File: src/rtl/ir_cmd_scheduler.sv
// IR command scheduler: arbitrates bus/button requests into a pending command and
// launches one transmitter packet per slot, with a stop-watchdog and overrun flag.
module ir_cmd_scheduler #(
  parameter logic [7:0]  BASE_ADDR        = 8'h90,
  parameter int unsigned TICKS_PER_PACKET = 5_000_000,
  parameter int unsigned TIMEOUT_PACKETS  = 20
) (
  input  logic       CLK,
  input  logic       RST,
  input  logic [7:0] BUS_ADDR,
  input  logic       BUS_WE,
  input  logic [7:0] BUS_DATA,
  input  logic       BTN_REQ,
  input  logic [3:0] BTN_CMD,
  input  logic       TX_BUSY,
  output logic       SEND_PACKET,
  output logic [3:0] COMMAND,
  output logic       SRC,
  output logic       TIMEOUT,
  output logic       OVERRUN
);

  localparam logic [22:0] SLOT_LAST = 23'(TICKS_PER_PACKET - 1);
  localparam logic [7:0]  WD_LIMIT  = (TIMEOUT_PACKETS > 255) ? 8'hFF : 8'(TIMEOUT_PACKETS);

  typedef enum logic [1:0] {
    S_IDLE   = 2'd0,
    S_LAUNCH = 2'd1,
    S_ARM    = 2'd2,
    S_TX     = 2'd3
  } state_t;

  state_t      state_q, state_d;
  logic [22:0] slot_q, slot_d;
  logic [7:0]  wd_q, wd_d;
  logic [3:0]  pend_q, pend_d;
  logic [3:0]  cmd_q, cmd_d;
  logic        src_q, src_d;
  logic        tmo_q, tmo_d;
  logic        ovr_q, ovr_d;

  logic        bus_req;
  logic        req_any;
  logic [3:0]  req_cmd;
  logic        tick;
  logic        launch;
  logic        unused_data;

  assign unused_data = ^BUS_DATA[7:4];

  // Bus has fixed priority; a losing button request is simply dropped.
  assign bus_req = BUS_WE && (BUS_ADDR == BASE_ADDR);
  assign req_any = bus_req || BTN_REQ;
  assign req_cmd = bus_req ? BUS_DATA[3:0] : BTN_CMD;
  assign tick    = (slot_q == SLOT_LAST);

  always_comb begin
    state_d = state_q;
    launch  = 1'b0;
    case (state_q)
      S_IDLE: begin
        if (tick) state_d = S_LAUNCH;
      end
      S_LAUNCH: begin
        if (!TX_BUSY) begin
          launch  = 1'b1;
          state_d = S_ARM;
        end
      end
      S_ARM: begin
        state_d = S_TX;
      end
      S_TX: begin
        if (!TX_BUSY) state_d = S_IDLE;
      end
      default: begin
        state_d = S_IDLE;
      end
    endcase
  end

  always_comb begin
    slot_d = tick ? 23'd0 : slot_q + 23'd1;
    cmd_d  = launch ? pend_q : cmd_q;
    ovr_d  = ovr_q || (tick && (state_q != S_IDLE));

    wd_d = wd_q;
    if (req_any) begin
      wd_d = 8'd0;
    end else if (launch && (wd_q != 8'hFF)) begin
      wd_d = wd_q + 8'd1;
    end

    // A fresh request beats a watchdog expiry landing in the same cycle.
    pend_d = pend_q;
    src_d  = src_q;
    tmo_d  = tmo_q;
    if (req_any) begin
      pend_d = req_cmd;
      src_d  = !bus_req;
      tmo_d  = 1'b0;
    end else if (wd_q >= WD_LIMIT) begin
      pend_d = 4'b0000;
      tmo_d  = 1'b1;
    end
  end

  always_ff @(posedge CLK) begin
    if (RST) begin
      state_q <= S_IDLE;
      slot_q  <= 23'd0;
      wd_q    <= 8'd0;
      pend_q  <= 4'b0000;
      cmd_q   <= 4'b0000;
      src_q   <= 1'b0;
      tmo_q   <= 1'b0;
      ovr_q   <= 1'b0;
    end else begin
      state_q <= state_d;
      slot_q  <= slot_d;
      wd_q    <= wd_d;
      pend_q  <= pend_d;
      cmd_q   <= cmd_d;
      src_q   <= src_d;
      tmo_q   <= tmo_d;
      ovr_q   <= ovr_d;
    end
  end

  // The launch cycle already presents the new command alongside the strobe.
  assign SEND_PACKET = launch;
  assign COMMAND     = launch ? pend_q : cmd_q;
  assign SRC         = src_q;
  assign TIMEOUT     = tmo_q;
  assign OVERRUN     = ovr_q;

endmodule

File: config.mk
export PLATFORM = sky130hd
export DESIGN_NAME = ir_cmd_scheduler
export DESIGN_NICKNAME = d
export VERILOG_FILES = /design/src/rtl/ir_cmd_scheduler.sv
export SDC_FILE = /design/constraint.sdc
export NUM_CORES = 1
export LEC_CHECK = 0
export CAP_MARGIN = 20
export CORE_AREA = 2 2 97 62
export DETAILED_ROUTE_END_ITERATION = 16
export DIE_AREA = 0 0 99 64
export GPL_ROUTABILITY_DRIVEN = 0
export PLACE_DENSITY_LB_ADDON = 0.3
export SLEW_MARGIN = 30
export SYNTH_ARGS = -nofsm -noshare
export SYNTH_HDL_FRONTEND = slang
export SYNTH_SLANG_ARGS = --single-unit
File: constraint.sdc
create_clock -name CLK -period 4.7 [get_ports CLK]
set_input_delay 0.94 -clock CLK [delete_from_list [all_inputs] [get_ports CLK]]
set_output_delay 0.94 -clock CLK [all_outputs]
set_load 0.005 [all_outputs]
==> impl_metrics.env, run 1 <==
export IMPL_synth_ff_type="dfxtp_1"
export IMPL_layout_drive_gt1_share=0.0502
export IMPL_dpl_hpwl_um=3230
export IMPL_synth_seq_cells=44
export IMPL_combinationalPowerShare=0.055
export IMPL_nets=311
export IMPL_grt_ovfl_total=0
export IMPL_max_slew_worst_pin_slew_ns=0.540
export IMPL_placed_area_sq_um=2450
export IMPL_use_met2=0.197
export IMPL_max_vdd_ir_drop_v=0.000108
export IMPL_grt_util_met3=0.0306
export IMPL_ant_nets=0
export IMPL_synth_warnings=0
export IMPL_startpoint="TX_BUSY"
export IMPL_syn_to_final_growth_pct=20.7
export IMPL_io_buffers=28
export IMPL_dieArea_sq_um=6340
export IMPL_timing_critical_path_buf_inv=3
export IMPL_cts_resized=0
export IMPL_grt_busiest_layer="met1"
export IMPL_num_io_pins=33
export IMPL_grt_max_degree=22
export IMPL_min_from="cmd_q[0]"
export IMPL_die_w_um=99
export IMPL_cts_clk_slew_worst_paths_ns=0.07
export IMPL_r2r_slack_ns=2.61
export IMPL_layout_commonest_cell="dfxtp_1"
export IMPL_fin_worst_skew_ns=0.00581
export IMPL_insertion_delay_ns=0.29
export IMPL_routedWlPerCell_um=12.6
export IMPL_worst_path_max_fanout=11
export IMPL_max_cap_violations=0
export IMPL_fin_tns_setup_ns=0
export IMPL_drc=0
export IMPL_first_global_vias=1618
export IMPL_syn_area_sq_um=2100
export IMPL_firstDrtPassIters=4
export IMPL_cp_start_kind="input pin"
export IMPL_crit_path_top_delay_cell="clkdlybuf4s50_1"
export IMPL_cts_sinks=44
export IMPL_finalInstanceArea_sq_um=2540
export IMPL_core_sq_um=5390
export IMPL_layout_common_cells="dfxtp_1, nand2_1, clkdlybuf4s50_1"
export IMPL_p_per_area_nw_per_um2=258
export IMPL_postRouteWirelength_um=4380
export IMPL_rows=21
export IMPL_ys_async_sr_fraction=0
export IMPL_ctsLongestPathBuffers=2
export IMPL_slew_headroom=0.637
export IMPL_cts_hold_fix_buffers=0
export IMPL_hp_class="reg -> reg"
export IMPL_r2r_start="state_q[1]"
export IMPL_drv_slew=0
export IMPL_critPathKind="in -> out"
export IMPL_dieHeight_um=64
export IMPL_pwr_share_seq=0.582
export IMPL_clkPwrFrac=0.363
export IMPL_synth_enable_flop_cells=0
export IMPL_synth_fp_nets=283
export IMPL_yosys_cell_types_count=36
export IMPL_cts_buffers=5
export IMPL_synth_area_per_cell_sq_um=8.42
export IMPL_avgViaCountPerCell=5.21
export IMPL_crit_arrival_ns=2.63
export IMPL_fmax_mhz=280
export IMPL_hold_viol=0
export IMPL_clock_root_buffer="clkbuf_8"
export IMPL_setup_viol_count_final=0
export IMPL_grt_first_pass_wirelength_um=7530
export IMPL_tritoncts="built"
export IMPL_p_int_uw=518
export IMPL_htreeDepth=2
export IMPL_slowest_delay_ns=0.50
export IMPL_rsz0062_at_grt="no"
export IMPL_status="finished, final reports clean"
export IMPL_post_cts_buffers=0
export IMPL_final_min_clock_period_ns=3.57
export IMPL_crit_family="buffers and inverters"
export IMPL_via_count=1813
export IMPL_p_leak_uw=0.000867
export IMPL_grtUsageMet1=0.226
export IMPL_start_util=0.391
export IMPL_ys_seq_area_frac=0.419
export IMPL_grt_usage=0.146
export IMPL_power_switching_uw=138
export IMPL_required_ns=3.76
export IMPL_switching_share=0.210
export IMPL_syn_inst=250
export IMPL_end_kind="primary output"
export IMPL_fillers=546
export IMPL_path_cells="clkdlybuf4s50_1, nand2b_1, inv_1, nand2_1, nand2_1, clkdlybuf4s50_1"
export IMPL_antenna_found_initial=0
export IMPL_diodes=0
export IMPL_drt_iter0_markers=80
export IMPL_period_share=0.759
[cell families after synthesis]
logic type,share of synthesized area
flip-flops,0.419
adder cells (fa/ha/maj),0.0476
multiplexers,0.0143
buffers and inverters,0.0386
AO/OA/AOI/OAI,0.117
XOR/XNOR,0.0624
AND/OR/NAND/NOR,0.301
[worst paths after layout]
kind,cells past startpoint,endpoint
max,6,COMMAND[3]
min,2,cmd_q[0]
max reg2reg,7,wd_q[5]
min reg2reg,2,cmd_q[0]
[registers in the layout, indices dropped and copies added (netlist names)]
name     flops
slot_q      23
OVERRUN      1
TIMEOUT      1
SRC          1
pend_q       4
cmd_q        4
wd_q         8
state_q      2
[final cells by class]
type | count | area [sq um] | share of cell area
Tap cell | 69 | 86.3 | 0.0340
Multi-Input combinational cell | 185 | 1150 | 0.452
Inverter | 13 | 48.8 | 0.0192
Timing Repair Buffer | 29 | 288 | 0.113
Clock buffer | 8 | 90.1 | 0.0355
Sequential cell | 44 | 881 | 0.347
[through the flow]
stage               hold WS, ns  total power, uW  std cells  setup WS (ns)  utilization
floorplan                 0.444              403        250           2.10            -
global placement          0.453              426        340           1.14        0.455
detailed placement        0.458              427        340           1.12        0.455
CTS                       0.469              663        348           1.11        0.472
global route              0.498              686        348          0.996        0.472
finish                    0.468              656        348           1.13        0.472
[cell usage after synthesis (all sizes together) (4+ instances only)]
master / number / area share
ha: 8 / 0.048
xnor2: 10 / 0.042
or4: 5 / 0.018
clkbuf: 7 / 0.013
nand4: 12 / 0.046
o31ai: 5 / 0.018
nor4: 6 / 0.018
o21ai: 6 / 0.014
nand3: 17 / 0.040
nand2: 28 / 0.050
nor3: 8 / 0.019
xor2: 5 / 0.021
or3: 8 / 0.024
a31oi: 4 / 0.012
inv: 13 / 0.023
dfxtp: 44 / 0.42
nor2: 24 / 0.043
a21oi: 15 / 0.036
[tightest hold or removal path, delay by kind of cell, from the launching register on]
family          cells  cell delay, ns
flops               1            0.30
compound gates      1            0.06
simple gates        1            0.06
[power groups by stage]
stage	clock (uW)	sequential, uW	combinational [uW]
floorplan	0	390	13.3
global placement	0	391	35.4
detailed placement	0	391	36.0
CTS	245	382	36.1
global route	263	383	39.4
finish	238	382	35.9
[layer usage]
metal | share of wire | routed length [um]
met5 | 0 | 0
met4 | 0.0032 | 14
met3 | 0.040 | 177
met2 | 0.40 | 1730
met1 | 0.56 | 2460
Power figures use the tool's default switching activity.
==> run 2: changes to the inputs <==
Clock period 4.7 ns to 3.5 ns, I/O delays scaled along.
==> run 2 against run 1 <==
- total power increased by 35%
- critical endpoint is now COMMAND[0]
- critical path depth unchanged
- worst setup slack got worse by 0.73 ns
- clock power increased by 37%
- hold slack got worse by 0.0016 ns
- combinational power increased by 33%
==> impl_metrics.env, run 2 (synthesis gave the netlist of run 1 again) <==
export IMPL_grt_max_degree=22
export IMPL_top_regs="slot_q (23), wd_q (8)"
export IMPL_num_io_pins=33
export IMPL_cts_sinks=44
export IMPL_status="finished, final reports clean"
export IMPL_cts_hold_fix_buffers=0
export IMPL_ant_nets=0
export IMPL_setup_viol_count_final=0
export IMPL_rsz0062_at_grt="no"
export IMPL_p_per_area_nw_per_um2=349
export IMPL_clock_root_buffer="clkbuf_8"
export IMPL_timing_critical_path_buf_inv=3
export IMPL_start_util=0.391
export IMPL_max_cap_violations=0
export IMPL_crit_family="buffers and inverters"
export IMPL_hold_viol=0
export IMPL_clkPwrFrac=0.368
export IMPL_diodes=0
export IMPL_core_sq_um=5390
export IMPL_rows=21
export IMPL_fin_worst_skew_ns=0.00645
export IMPL_cts_clk_slew_worst_paths_ns=0.08
export IMPL_layout_commonest_cell="dfxtp_1"
export IMPL_max_slew_worst_pin_slew_ns=0.579
export IMPL_layout_common_cells="dfxtp_1, nand2_1, clkdlybuf4s50_1"
export IMPL_fin_tns_setup_ns=0
export IMPL_worst_path_max_fanout=11
export IMPL_combinationalPowerShare=0.054
export IMPL_cp_start_kind="input pin"
export IMPL_via_count=1845
export IMPL_hp_class="reg -> reg"
export IMPL_crit_path_top_delay_cell="clkdlybuf4s50_1"
export IMPL_postRouteWirelength_um=4380
export IMPL_final_core_util=0.472
export IMPL_dp_slack_ns=0.408
export IMPL_tritoncts="built"
export IMPL_first_global_vias=1640
export IMPL_max_vdd_ir_drop_v=0.000171
export IMPL_dieHeight_um=64
export IMPL_power_switching_uw=191
export IMPL_regMostFlops="slot_q"
export IMPL_cts_resized=0
export IMPL_firstDrtPassIters=4
export IMPL_p_total_uw=887
export IMPL_required_ns=2.80
export IMPL_htreeDepth=2
export IMPL_period_share=0.883
export IMPL_syn_to_final_growth_pct=20.7
export IMPL_switching_share=0.216
export IMPL_worst_slack_ns=0.409
export IMPL_p_int_uw=696
export IMPL_ctsLongestPathBuffers=2
export IMPL_crit_arrival_ns=2.39
export IMPL_drv_slew=0
export IMPL_drc=0
export IMPL_final_min_clock_period_ns=3.09
export IMPL_antenna_found_initial=0
export IMPL_grt_ovfl_total=0
export IMPL_grt_first_pass_wirelength_um=7710
export IMPL_post_cts_buffers=0
export IMPL_drt_iter0_markers=85
export IMPL_routedWlPerCell_um=12.6
export IMPL_dieArea_sq_um=6340
export IMPL_dpl_hpwl_um=3220
export IMPL_die_w_um=99
export IMPL_io_buffers=28
export IMPL_end_kind="primary output"
export IMPL_grt_usage=0.151
export IMPL_path_cells="clkdlybuf4s50_1, nand2b_1, inv_1, nand2_1, nand2_1, clkdlybuf4s50_1"
export IMPL_avgViaCountPerCell=5.30
export IMPL_critPathKind="in -> out"
export IMPL_cts_buffers=5
export IMPL_slowest_delay_ns=0.49
export IMPL_insertion_delay_ns=0.29
export IMPL_slew_headroom=0.611
export IMPL_nets=311
export IMPL_p_leak_uw=0.000867
export IMPL_dp_cells=340
export IMPL_layout_drive_gt1_share=0.0502
export IMPL_fmax_mhz=324
export IMPL_fin_cells=348
export IMPL_largest_reg_flops=23
export IMPL_pwr_share_seq=0.578
==> run 2: cell type report <==
class                           count  area, sq um
Tap cell                           69         86.3
Sequential cell                    44          881
Clock buffer                        8         90.1
Multi-Input combinational cell    185         1150
Inverter                           13         48.8
Fill cell                         548         2850
Timing Repair Buffer               29          288
==> run 2: through the flow <==
step	cell area, sq um	hold slack, ns
2_1_floorplan	2100	0.444
3_3_place_gp	2450	0.454
3_5_place_dp	2450	0.457
4_1_cts	2540	0.468
5_1_grt	2540	0.507
6_report	2540	0.466
==> run 2: worst register-to-register path, cell delays in order, from the launching register on <==
cell      delay, ns
dfxtp_1        0.34
inv_1          0.12
ha_1           0.18
nand2b_1       0.16
inv_1          0.32
nand4_1        0.28
or4_1          0.52
a21oi_1        0.14
==> run 2: metal layers <==
| layer | share of wire | vias up | global-route usage |
|---|---|---|---|
| li1 | - | 950 | - |
| met2 | 0.38 | 32 | 0.201 |
| met1 | 0.57 | 859 | 0.233 |
| met3 | 0.037 | 4 | 0.0328 |
| met5 | 0 | - | 0 |
| met4 | 0.013 | 0 | 0.0565 |
==> run 2: path summary, 6_finish.rpt <==
path | start | to | cells after the start | slack (ns)
setup / recovery | TX_BUSY | COMMAND[0] | 6 | 0.41
hold / removal | cmd_q[2] | cmd_q[2] | 2 | 0.47
setup reg to reg | state_q[1] | wd_q[5] | 7 | 1.38
hold reg to reg | cmd_q[2] | cmd_q[2] | 2 | 0.47
==> run 2: power by group through the flow <==
stage | logic (uW) | clock network (uW) | registers [uW]
2_1_floorplan | 17.9 | 0 | 523
3_3_place_gp | 47.7 | 0 | 525
3_5_place_dp | 47.9 | 0 | 524
4_1_cts | 48.1 | 335 | 513
5_1_grt | 52.3 | 364 | 514
6_report | 47.7 | 327 | 513
